===== src/rtl/i2c_reg_master.sv =====
// i2c_reg_master: one-shot I2C master that writes or reads one 8-bit register over open-drain SCL/SDA.
// Done comes 116*CLK_DIV (write) / 156*CLK_DIV (read) cycles after busy rises; define I2C_CLK_STRETCH_EN for SCL stretching.
module i2c_reg_master #(
  parameter int CLK_DIV = 64
) (
  input  logic       clk,
  input  logic       rst,
  input  logic       startReq,
  input  logic       rdNotWr,
  input  logic [6:0] devAddr,
  input  logic [7:0] regAddr,
  input  logic [7:0] wrData,
  output logic       busy,
  output logic       done,
  output logic       ackErr,
  output logic [7:0] rdData,
  output logic       sclOe,
  output logic       sdaOe,
  input  logic       sclIn,
  input  logic       sdaIn
);
  typedef enum logic [3:0] {
    IDLE, START, ADDRW, REG, WDATA, RSTART, ADDRR, RDATA, MNACK, STOP
  } state_t;

  state_t      state;
  logic [15:0] divCnt;
  logic [1:0]  q;
  logic [3:0]  bitIdx;
  logic [7:0]  txShift;
  logic [7:0]  rxShift;
  logic        cmdRd;
  logic [6:0]  cmdDev;
  logic [7:0]  cmdReg;
  logic [7:0]  cmdWr;
  logic        ackSample;
  logic        hold;
  logic        tick;
  logic        lastBit;
  logic        sclNext;
  logic        sdaNext;

`ifdef I2C_CLK_STRETCH_EN
  // A slave holding SCL low while we have released it freezes the quarter.
  assign hold = q[1] && !sclOe && !sclIn;
`else
  assign hold = sclIn & 1'b0;
`endif

  assign tick = (state != IDLE) && !hold && (divCnt == 16'(CLK_DIV - 1));

  always_comb begin
    lastBit = 1'b1;
    case (state)
      ADDRW, REG, WDATA, ADDRR: lastBit = (bitIdx == 4'd8);
      RDATA:                    lastBit = (bitIdx == 4'd7);
      default:                  lastBit = 1'b1;
    endcase
  end

  // Line levels for the current quarter; registered into sclOe/sdaOe below.
  always_comb begin
    sclNext = 1'b0;
    sdaNext = 1'b0;
    case (state)
      START, RSTART: begin
        sdaNext = q[1];
        sclNext = &q;
      end
      STOP: begin
        sclNext = (q == 2'd0);
        sdaNext = (q != 2'd3);
      end
      ADDRW, REG, WDATA, ADDRR: begin
        sclNext = !q[1];
        sdaNext = (bitIdx < 4'd8) && !txShift[7];
      end
      RDATA, MNACK: sclNext = !q[1];
      default: ;
    endcase
  end

  always_ff @(posedge clk or posedge rst) begin
    if (rst) begin
      state     <= IDLE;
      divCnt    <= '0;
      q         <= '0;
      bitIdx    <= '0;
      txShift   <= '0;
      rxShift   <= '0;
      cmdRd     <= 1'b0;
      cmdDev    <= '0;
      cmdReg    <= '0;
      cmdWr     <= '0;
      ackSample <= 1'b0;
      busy      <= 1'b0;
      done      <= 1'b0;
      ackErr    <= 1'b0;
      rdData    <= '0;
      sclOe     <= 1'b0;
      sdaOe     <= 1'b0;
    end else begin
      sclOe <= sclNext;
      sdaOe <= sdaNext;
      if (done) begin
        done <= 1'b0;
        busy <= 1'b0;
      end else if (!busy) begin
        if (startReq) begin
          busy   <= 1'b1;
          state  <= START;
          cmdRd  <= rdNotWr;
          cmdDev <= devAddr;
          cmdReg <= regAddr;
          cmdWr  <= wrData;
          ackErr <= 1'b0;
          divCnt <= '0;
          q      <= '0;
          bitIdx <= '0;
        end
      end else begin
        if (hold || tick) divCnt <= '0;
        else              divCnt <= divCnt + 16'd1;
        if (tick) begin
          q <= q + 2'd1;
          if (q == 2'd2) begin
            ackSample <= sdaIn;
            if (state == RDATA) rxShift <= {rxShift[6:0], sdaIn};
          end
          if (q == 2'd3) begin
            if (!lastBit) begin
              bitIdx  <= bitIdx + 4'd1;
              txShift <= {txShift[6:0], 1'b0};
            end else begin
              bitIdx <= '0;
              case (state)
                START: begin
                  state   <= ADDRW;
                  txShift <= {cmdDev, 1'b0};
                end
                ADDRW: begin
                  if (ackSample) begin
                    ackErr <= 1'b1;
                    state  <= STOP;
                  end else begin
                    state   <= REG;
                    txShift <= cmdReg;
                  end
                end
                REG: begin
                  if (ackSample) begin
                    ackErr <= 1'b1;
                    state  <= STOP;
                  end else if (cmdRd) begin
                    state <= RSTART;
                  end else begin
                    state   <= WDATA;
                    txShift <= cmdWr;
                  end
                end
                WDATA: begin
                  ackErr <= ackSample;
                  state  <= STOP;
                end
                RSTART: begin
                  state   <= ADDRR;
                  txShift <= {cmdDev, 1'b1};
                end
                ADDRR: begin
                  if (ackSample) begin
                    ackErr <= 1'b1;
                    state  <= STOP;
                  end else begin
                    state <= RDATA;
                  end
                end
                RDATA: state <= MNACK;
                MNACK: state <= STOP;
                STOP: begin
                  state <= IDLE;
                  done  <= 1'b1;
                  if (cmdRd && !ackErr) rdData <= rxShift;
                end
                default: state <= IDLE;
              endcase
            end
          end
        end
      end
    end
  end
endmodule


===== config.mk =====
export PLATFORM = sky130hd
export DESIGN_NAME = i2c_reg_master
export DESIGN_NICKNAME = d
export VERILOG_FILES = /design/src/rtl/i2c_reg_master.sv
export SDC_FILE = /design/constraint.sdc
export NUM_CORES = 1
export LEC_CHECK = 0
export BUFFER_PORTS_ARGS = -buffer_cell sky130_fd_sc_hd__buf_2
export CAP_MARGIN = 20
export CORE_MARGIN = 2
export CORE_UTILIZATION = 63
export CTS_BUF_LIST = sky130_fd_sc_hd__clkbuf_4 sky130_fd_sc_hd__clkbuf_8 sky130_fd_sc_hd__clkbuf_16
export CTS_CLUSTER_DIAMETER = 30
export DETAILED_ROUTE_END_ITERATION = 16
export PLACE_DENSITY = 0.81
export SLEW_MARGIN = 0
export SYNTH_ARGS = -nofsm -noshare
export SYNTH_HDL_FRONTEND = slang
export SYNTH_SLANG_ARGS = --single-unit

===== constraint.sdc =====
create_clock -name clk -period 7.6 [get_ports clk]
set_input_delay 2.28 -clock clk [delete_from_list [all_inputs] [get_ports clk]]
set_output_delay 2.28 -clock clk [all_outputs]
set_load 0.1 [all_outputs]

==> qor.yml, run 1 <==
avgRoutedWirePerCell_um: 15.30
grt.total_usage_pct: 25.62
first_iter_violations: 264
hold_path.class: "flop to flop"
p_comb_share_pct: 14.5
instances_no_fill: 560
power.share.clock_pct: 33.0
syn2layout_area_growth_pct: 11.17
tightestPinTransition_ps: 1051
die_x_um: 84.34
pwr-share-seq_pct: 52.5
drive_gt1_share_pct: 18.43
finalWirelength_um: 8566
core_um2: 6314
gp_congestion: 0.8778
ys_ff_latch: 80
via_per_inst: 5.966
crit_path_cell_trace: "buf_2 > o21bai_1 > clkinv_1 > nand2_1 > o211ai_1 > nand2_1"
crit_top_cell: "nand2_1"
max_stage_delay_ps: 900
grt_overflow: 0
postRouteAntennaNets: 0
cell_internal_pwr_w: 0.0006903
status: "completed"
path_buf_inv: 2
final_nets: 513
period_minus_slack_ps: 4506
synth_edf_count: 0
syn_area_um2: 4066
hpwl_um: 5772
seqCellArea_um2: 2002
leakage_nw: 2.281
maxCapViolCount: 0
ys_dominant_reg_cell: "dfrtp_1"
drc: 0
fill_cells: 488
swShare_pct: 29.36
fmaxAchievable_mhz: 221.9
htreeDepth: 3
root_buffer: "clkbuf_8"
multi_input_area_um2: 1944
cts_tree: "done"
skew_ps: 8.057
row_count: 29
diodes: 0
holdBufCountCts: 0
syn-num-nets: 476
p_sw_w: 0.0002869
hold_violations: 0
async_flop_share_pct: 100.0
maxSlewViolCount: 0
die_area_um2: 7113
end_kind: "flop"
max_slew_margin_pct: 29.74
clock_sinks: 80
cts_resized: 0
crit_path_top_delay_cell: "nand2_1"
postCtsSetupBuffers: 0
die_height_um: 84.34
tns_ps: 0
cts.clk_slew.worst_paths_ps: 80
period_share_pct: 59.29
hold_ws_ps: 475.2
rsz0062_at_grt: "no"
ys_seq_area_share_pct: 49.23
syn_avg_cell_area_um2: 9.221
path_max_fanout: 31
clk_latency_ps: 360
grt_pass1_wl_um: 14670
crit_type: "primary input to flop"
required_ps: 7890
synth.distinct_cells: 55
yosysWarnings: 0
start_kind: "primary input"
vdd_drop_max_uv: 162.5
grt_pass1_vias: 3186
dr.pass1.iters: 6
antenna_found_initial: 0
path_delay_family: "simple AND/OR/NAND/NOR gates"
portBuffers: 40
grt_start_max_net_pins: 81
cts_buffers: 9
setup_viol: 0
dp.cells: 544
vias: 3341
clk_path_buf_depth: 2
pwr_density_cell_nw_per_um2: 216.2
netlist_instances: 441
start_util_pct: 64.41
pin_count: 42
worstPathArrival_ps: 4800
==> layout by cell type (no fill, tap or decap), types with 6 or more instances in the layout <==
cell type	count
clkbuf_8	10
a21oi_1	24
o21ai_0	20
mux2i_1	13
xor2_1	7
inv_1	11
nor2_1	34
o2bb2ai_1	6
mux2_2	18
nand4_1	12
ha_1	6
nand2_1	111
dfrtp_1	80
nand3_1	9
buf_2	40
==> cell families (layout without fill, tap and decap cells) <==
logic type	Yosys count	count (layout)	share of synthesized area, %
flip-flops	80	80	49.23
XOR/XNOR	7	7	1.508
AND/OR/NAND/NOR	211	211	24.43
adder cells (fa/ha/maj)	6	6	1.846
buffers and inverters	30	72	2.954
AO/OA/AOI/OAI	76	76	11.85
multiplexers	31	31	8.184
==> area by class of cell <==
type | instances | area share, %
clock buffers | 10 | 3.045
well taps | 77 | 2.131
repair buffers | 43 | 4.927
inverters | 13 | 1.079
multi-input cells | 331 | 43.01
clock inverters | 6 | 1.522
flip-flops and latches | 80 | 44.28
==> synthesized netlist by cell type, types with 7 or more instances <==
| library cell | number | area [um2] |
|---|---|---|
| mux2i_1 | 13 | 130.1 |
| inv_1 | 12 | 45.04 |
| dfrtp_1 | 80 | 2002 |
| clkbuf_1 | 16 | 60.06 |
| mux2_2 | 18 | 202.7 |
| a21oi_1 | 24 | 120.1 |
| nand2_1 | 111 | 416.7 |
| o21ai_0 | 20 | 100.1 |
| nand3_1 | 9 | 45.04 |
| xor2_1 | 7 | 61.31 |
| nor2_1 | 34 | 127.6 |
| nand4_1 | 12 | 75.07 |
==> registers in the layout (all words and copies together) (netlist names), 7 cells and up <==
name	flops
txShift	8
cmdWr	8
cmdDev	7
cmdReg	8
rdData	8
divCnt	16
rxShift	8
==> worst reg2reg max path, cell delays in order (launching register included) <==
cell and delay (ps):
dfrtp_1 580, o21bai_1 780, clkinv_1 490, nand2_1 900, o211ai_1 250, nand2_1 110
==> worst paths after layout <==
path                                          to  cells after the start                  start  slack, ps
setup / recovery                q[1]$_DFFE_PP0P_                      6               startReq       3090
hold / removal             cmdReg[4]$_DFFE_PP0P_                      2  cmdReg[4]$_DFFE_PP0P_        480
setup reg to reg                q[1]$_DFFE_PP0P_                      5         busy$_DFF_PP0_       4420
hold reg to reg            cmdReg[4]$_DFFE_PP0P_                      2  cmdReg[4]$_DFFE_PP0P_        480
max in group asynchronous  divCnt[7]$_DFFE_PP0P_                      3                    rst       4750
min in group asynchronous  rdData[2]$_DFFE_PP0P_                      3                    rst       2210
==> per-stage QoR <==
stage | worst slack [ps] | power, W | area, um2 | utilization [%]
6_report | 3094 | 0.0009772 | 4521 | 71.60
5_1_grt | 2836 | 0.001023 | 4521 | 71.60
4_1_cts | 3104 | 0.0009786 | 4521 | 71.60
3_5_place_dp | 2746 | 0.0006615 | 4314 | 68.33
3_3_place_gp | 2800 | 0.0006538 | 4314 | 68.33
2_1_floorplan | 3268 | 0.0006202 | 4066 | -
==> layer usage <==
metal,up-vias,track usage [%],share of wire (%)
met1,1592,35.92,44
met5,-,0,0
met4,0,10.39,2.0
met2,132,40.55,47
met3,19,3.736,6.4
li1,1598,-,-
==> power by group through the flow <==
stage	sequential (W)	clock [W]	combinational, W
2_1_floorplan	0.000516	0	0.000104
3_3_place_gp	0.000518	0	0.000136
3_5_place_dp	0.000521	0	0.000141
4_1_cts	0.000512	0.000325	0.000141
5_1_grt	0.000520	0.000343	0.000160
6_report	0.000513	0.000323	0.000141
Note: power is estimated with default switching activity, not from simulation.
==> run 2, diff against run 1 <==
Settings changed: ABC_AREA set to 1, CORE_UTILIZATION 63 to 53, PLACE_DENSITY 0.81 to 0.73.
Clock period 7.6 ns to 3.8 ns, I/O delays scaled along.
==> qor.yml, run 2 <==
vias: 3289  # was 3,341
synth_top_cell_area_share_pct: 49.78  # was 49.23%
start_kind: "flop"  # was primary input
path_buf_inv: 1  # was 2
ys_ff_latch: 80  # unchanged
leakage_nw: 2.311  # was 2.281 nW
synth.distinct_cells: 36  # was 55
synth_edf_count: 0  # unchanged
maxSlewViolCount: 0  # unchanged
syn2layout_area_growth_pct: 12.35  # was 11.17%
period_minus_slack_ps: 2679
syn_area_um2: 4021  # was 4066 um2
async_flop_share_pct: 100.0  # unchanged
die_area_um2: 8300  # was 7113 um2
required_ps: 2660  # was 7890 ps
hold_violations: 0  # unchanged
utilization_pct: 61.96  # was 71.60%
maxCapViolCount: 0  # unchanged
clk_path_buf_depth: 2  # unchanged
final_area_um2: 4518  # was 4521 um2
largest_register_ffs: 16  # unchanged
final_common_cell: "nand2_1"  # unchanged
grt_pass1_vias: 3041  # was 3,186
skew_ps: 16.31  # was 8.057 ps
syn-num-nets: 514  # was 476
drive_gt1_share_pct: 19.09  # was 18.43%
die_height_um: 91.11  # was 84.34 um
regMostFlops: "divCnt"  # unchanged
cts_tree: "done"  # unchanged
mostFrequentLayoutCells: "nand2_1, dfrtp_1, nand3_1, inv_1, buf_2"  # was nand2_1, dfrtp_1, buf_2, nor2_1, a21oi_1
cts_buffers: 9  # unchanged
max_stage_delay_ps: 650  # was 900 ps
end_kind: "output pin"  # was flop
antenna_found_initial: 0  # unchanged
top_layer_used: "met4"  # unchanged
hpwl_um: 6024  # was 5772 um
synthTopCellsByCount: "nand2_1, dfrtp_1, nand3_1"  # was nand2_1, dfrtp_1, nor2_1
clk_latency_ps: 370  # was 360 ps
finalWirelength_um: 8390  # was 8566 um
cts_resized: 0  # unchanged
die_x_um: 91.11  # was 84.34 um
synthTopCellsByArea: "dfrtp_1, nand2_1, mux2_2"  # unchanged
htreeDepth: 3  # unchanged
crit_path_top_delay_cell: "dfrtp_1"  # was nand2_1
core_um2: 7292  # was 6314 um2
syn_avg_cell_area_um2: 8.395  # was 9.221 um2
pwr_density_cell_nw_per_um2: 453.4  # was 216.2 nW/um2
status: "completed"  # unchanged
diodes: 0  # unchanged
clock_sinks: 80  # unchanged
reg2reg_slack_ps: 1460  # was 4420 ps
netlist_instances: 479  # was 441
postRouteAntennaNets: 0  # unchanged
max_slew_margin_pct: 26.27  # was 29.74%
grt_overflow: 0  # unchanged
start_util_pct: 55.15  # was 64.41%
fmaxAchievable_mhz: 373.2
pin_count: 42  # unchanged
yosysWarnings: 0  # unchanged
worstPathArrival_ps: 1540  # was 4800 ps
path_delay_family: "flip-flops"  # was simple AND/OR/NAND/NOR gates
hold_ws_ps: 470.6  # was 475.2 ps
via_per_inst: 5.237  # was 5.966
synth.largest_area_cell: "dfrtp_1"  # unchanged
setup_viol: 0  # unchanged
tightestPinTransition_ps: 1103  # was 1051 ps
path_max_fanout: 14  # was 31
crit_type: "flop to output pin"  # was primary input to flop
gp_congestion: 0.8847  # was 0.8778
grt_pass1_wl_um: 14520  # was 14,670 um
holdBufCountCts: 0  # unchanged
r2r-start: "busy$_DFF_PP0_"  # unchanged
drt-met1-wl_um: 3899  # was 3793 um
drc: 0  # unchanged
cts.clk_slew.worst_paths_ps: 90  # was 80 ps
final_nets: 559  # was 513
period_share_pct: 70.51
avgRoutedWirePerCell_um: 13.36  # was 15.30 um
hold_path.class: "flop to flop"  # unchanged
wl_met3_um: 397  # was 551 um
tns_ps: 0  # unchanged
holdCritStartpoint: "rdData[7]$_DFFE_PP0P_"  # was cmdReg[4]$_DFFE_PP0P_
critPathLaunch: "busy$_DFF_PP0_"  # was startReq
postCtsSetupBuffers: 0  # unchanged
met2_length_um: 3921  # was 4047 um
first_iter_violations: 233  # was 264
vdd_drop_max_uv: 211.7  # was 162.5 uV
row_count: 31  # was 29
grt.total_usage_pct: 21.97  # was 25.62%
grt_start_max_net_pins: 43  # was 81
yosysMostFrequentCell: "nand2_1"  # unchanged
ys_dominant_reg_cell: "dfrtp_1"  # unchanged
dr.pass1.iters: 4  # was 6
rsz0062_at_grt: "no"  # unchanged
dpl-instance-area_um2: 4323  # was 4314 um2
crit_path_cell_trace: "buf_2"  # was buf_2 > o21bai_1 > clkinv_1 > nand2_1 > o211ai_1 > nand2_1
ys_seq_area_share_pct: 49.78  # was 49.23%
root_buffer: "clkbuf_8"  # unchanged
portBuffers: 40  # unchanged
[run 2: cell types whose count changed after synthesis, sizes merged, moves of 5 or more]
cell and change:
nand3 +38, nand2 +37, inv +35, clkbuf -15, mux2i -13, a21oi -11, nor2 +10, and3 -7
o21ai +7, buf +6, o2bb2ai -6, nand2b -5
[run 2: stage by stage]
stage               total power, W  cells  setup WS, ps
global placement          0.001419    612          1019
detailed placement        0.001435    612         982.0
global route              0.002164    628          1052
floorplan                 0.001333    479         608.3
finish                    0.002048    628          1121
CTS                       0.002063    628          1120
[run 2: cell families (layout without fill, tap and decap cells)]
logic type	Yosys count	after routing	share of synthesized area, %
AOI/OAI and AO/OA	47	47	6.192
xor gates and xnor gates	6	6	1.307
adders and majority gates	6	6	1.867
buffers and inverters	55	105	5.631
DFF	80	80	49.78
muxes	22	22	6.161
and+or+nand+nor	263	263	29.06
[run 2: final cells by class]
| class | instances | area [um2] |
|---|---|---|
| sequential | 80 | 2002 |
| tap | 99 | 123.9 |
| timing repair buffer | 42 | 227.7 |
| fill | 682 | 2774 |
| multi-input combinational | 344 | 1793 |
| clock buffer | 9 | 123.9 |
| inverter | 47 | 176.4 |
| clock inverter | 7 | 71.32 |
[run 2: worst paths after layout]
| kind | cells past startpoint | to |
|---|---|---|
| worst min register to register | 2 | rdData[7]$_DFFE_PP0P_ |
| worst max-delay path | 1 | busy |
| worst min-delay path | 2 | rdData[7]$_DFFE_PP0P_ |
| max in group asynchronous | 3 | bitIdx[2]$_DFFE_PP0P_ |
| min in group asynchronous | 2 | rxShift[7]$_DFFE_PP0P_ |
| worst max register to register | 7 | divCnt[14]$_DFFE_PP0P_ |
[run 2: where the power goes]
| group | switching, W | internal (W) | total [W] |
|---|---|---|---|
| combinational | 0.000256 | 0.000140 | 0.000395 |
| sequential | 0.0000774 | 0.000944 | 0.00102 |
| clock | 0.000327 | 0.000304 | 0.000631 |
[run 2: worst reg2reg max path: stages, from the launching register on]
cell and delay [ps]:
dfrtp_1 650, o21ai_1 310, inv_1 390, nand2_1 190, nor3_1 360, nand2_1 120, o21ai_0 160, nor2_1 60
[run 2: layer usage]
layer	global-route usage, %	up-vias
met2	33.77	72
met5	0	-
met3	3.568	13
met1	30.98	1549
li1	-	1655
met4	9.343	0
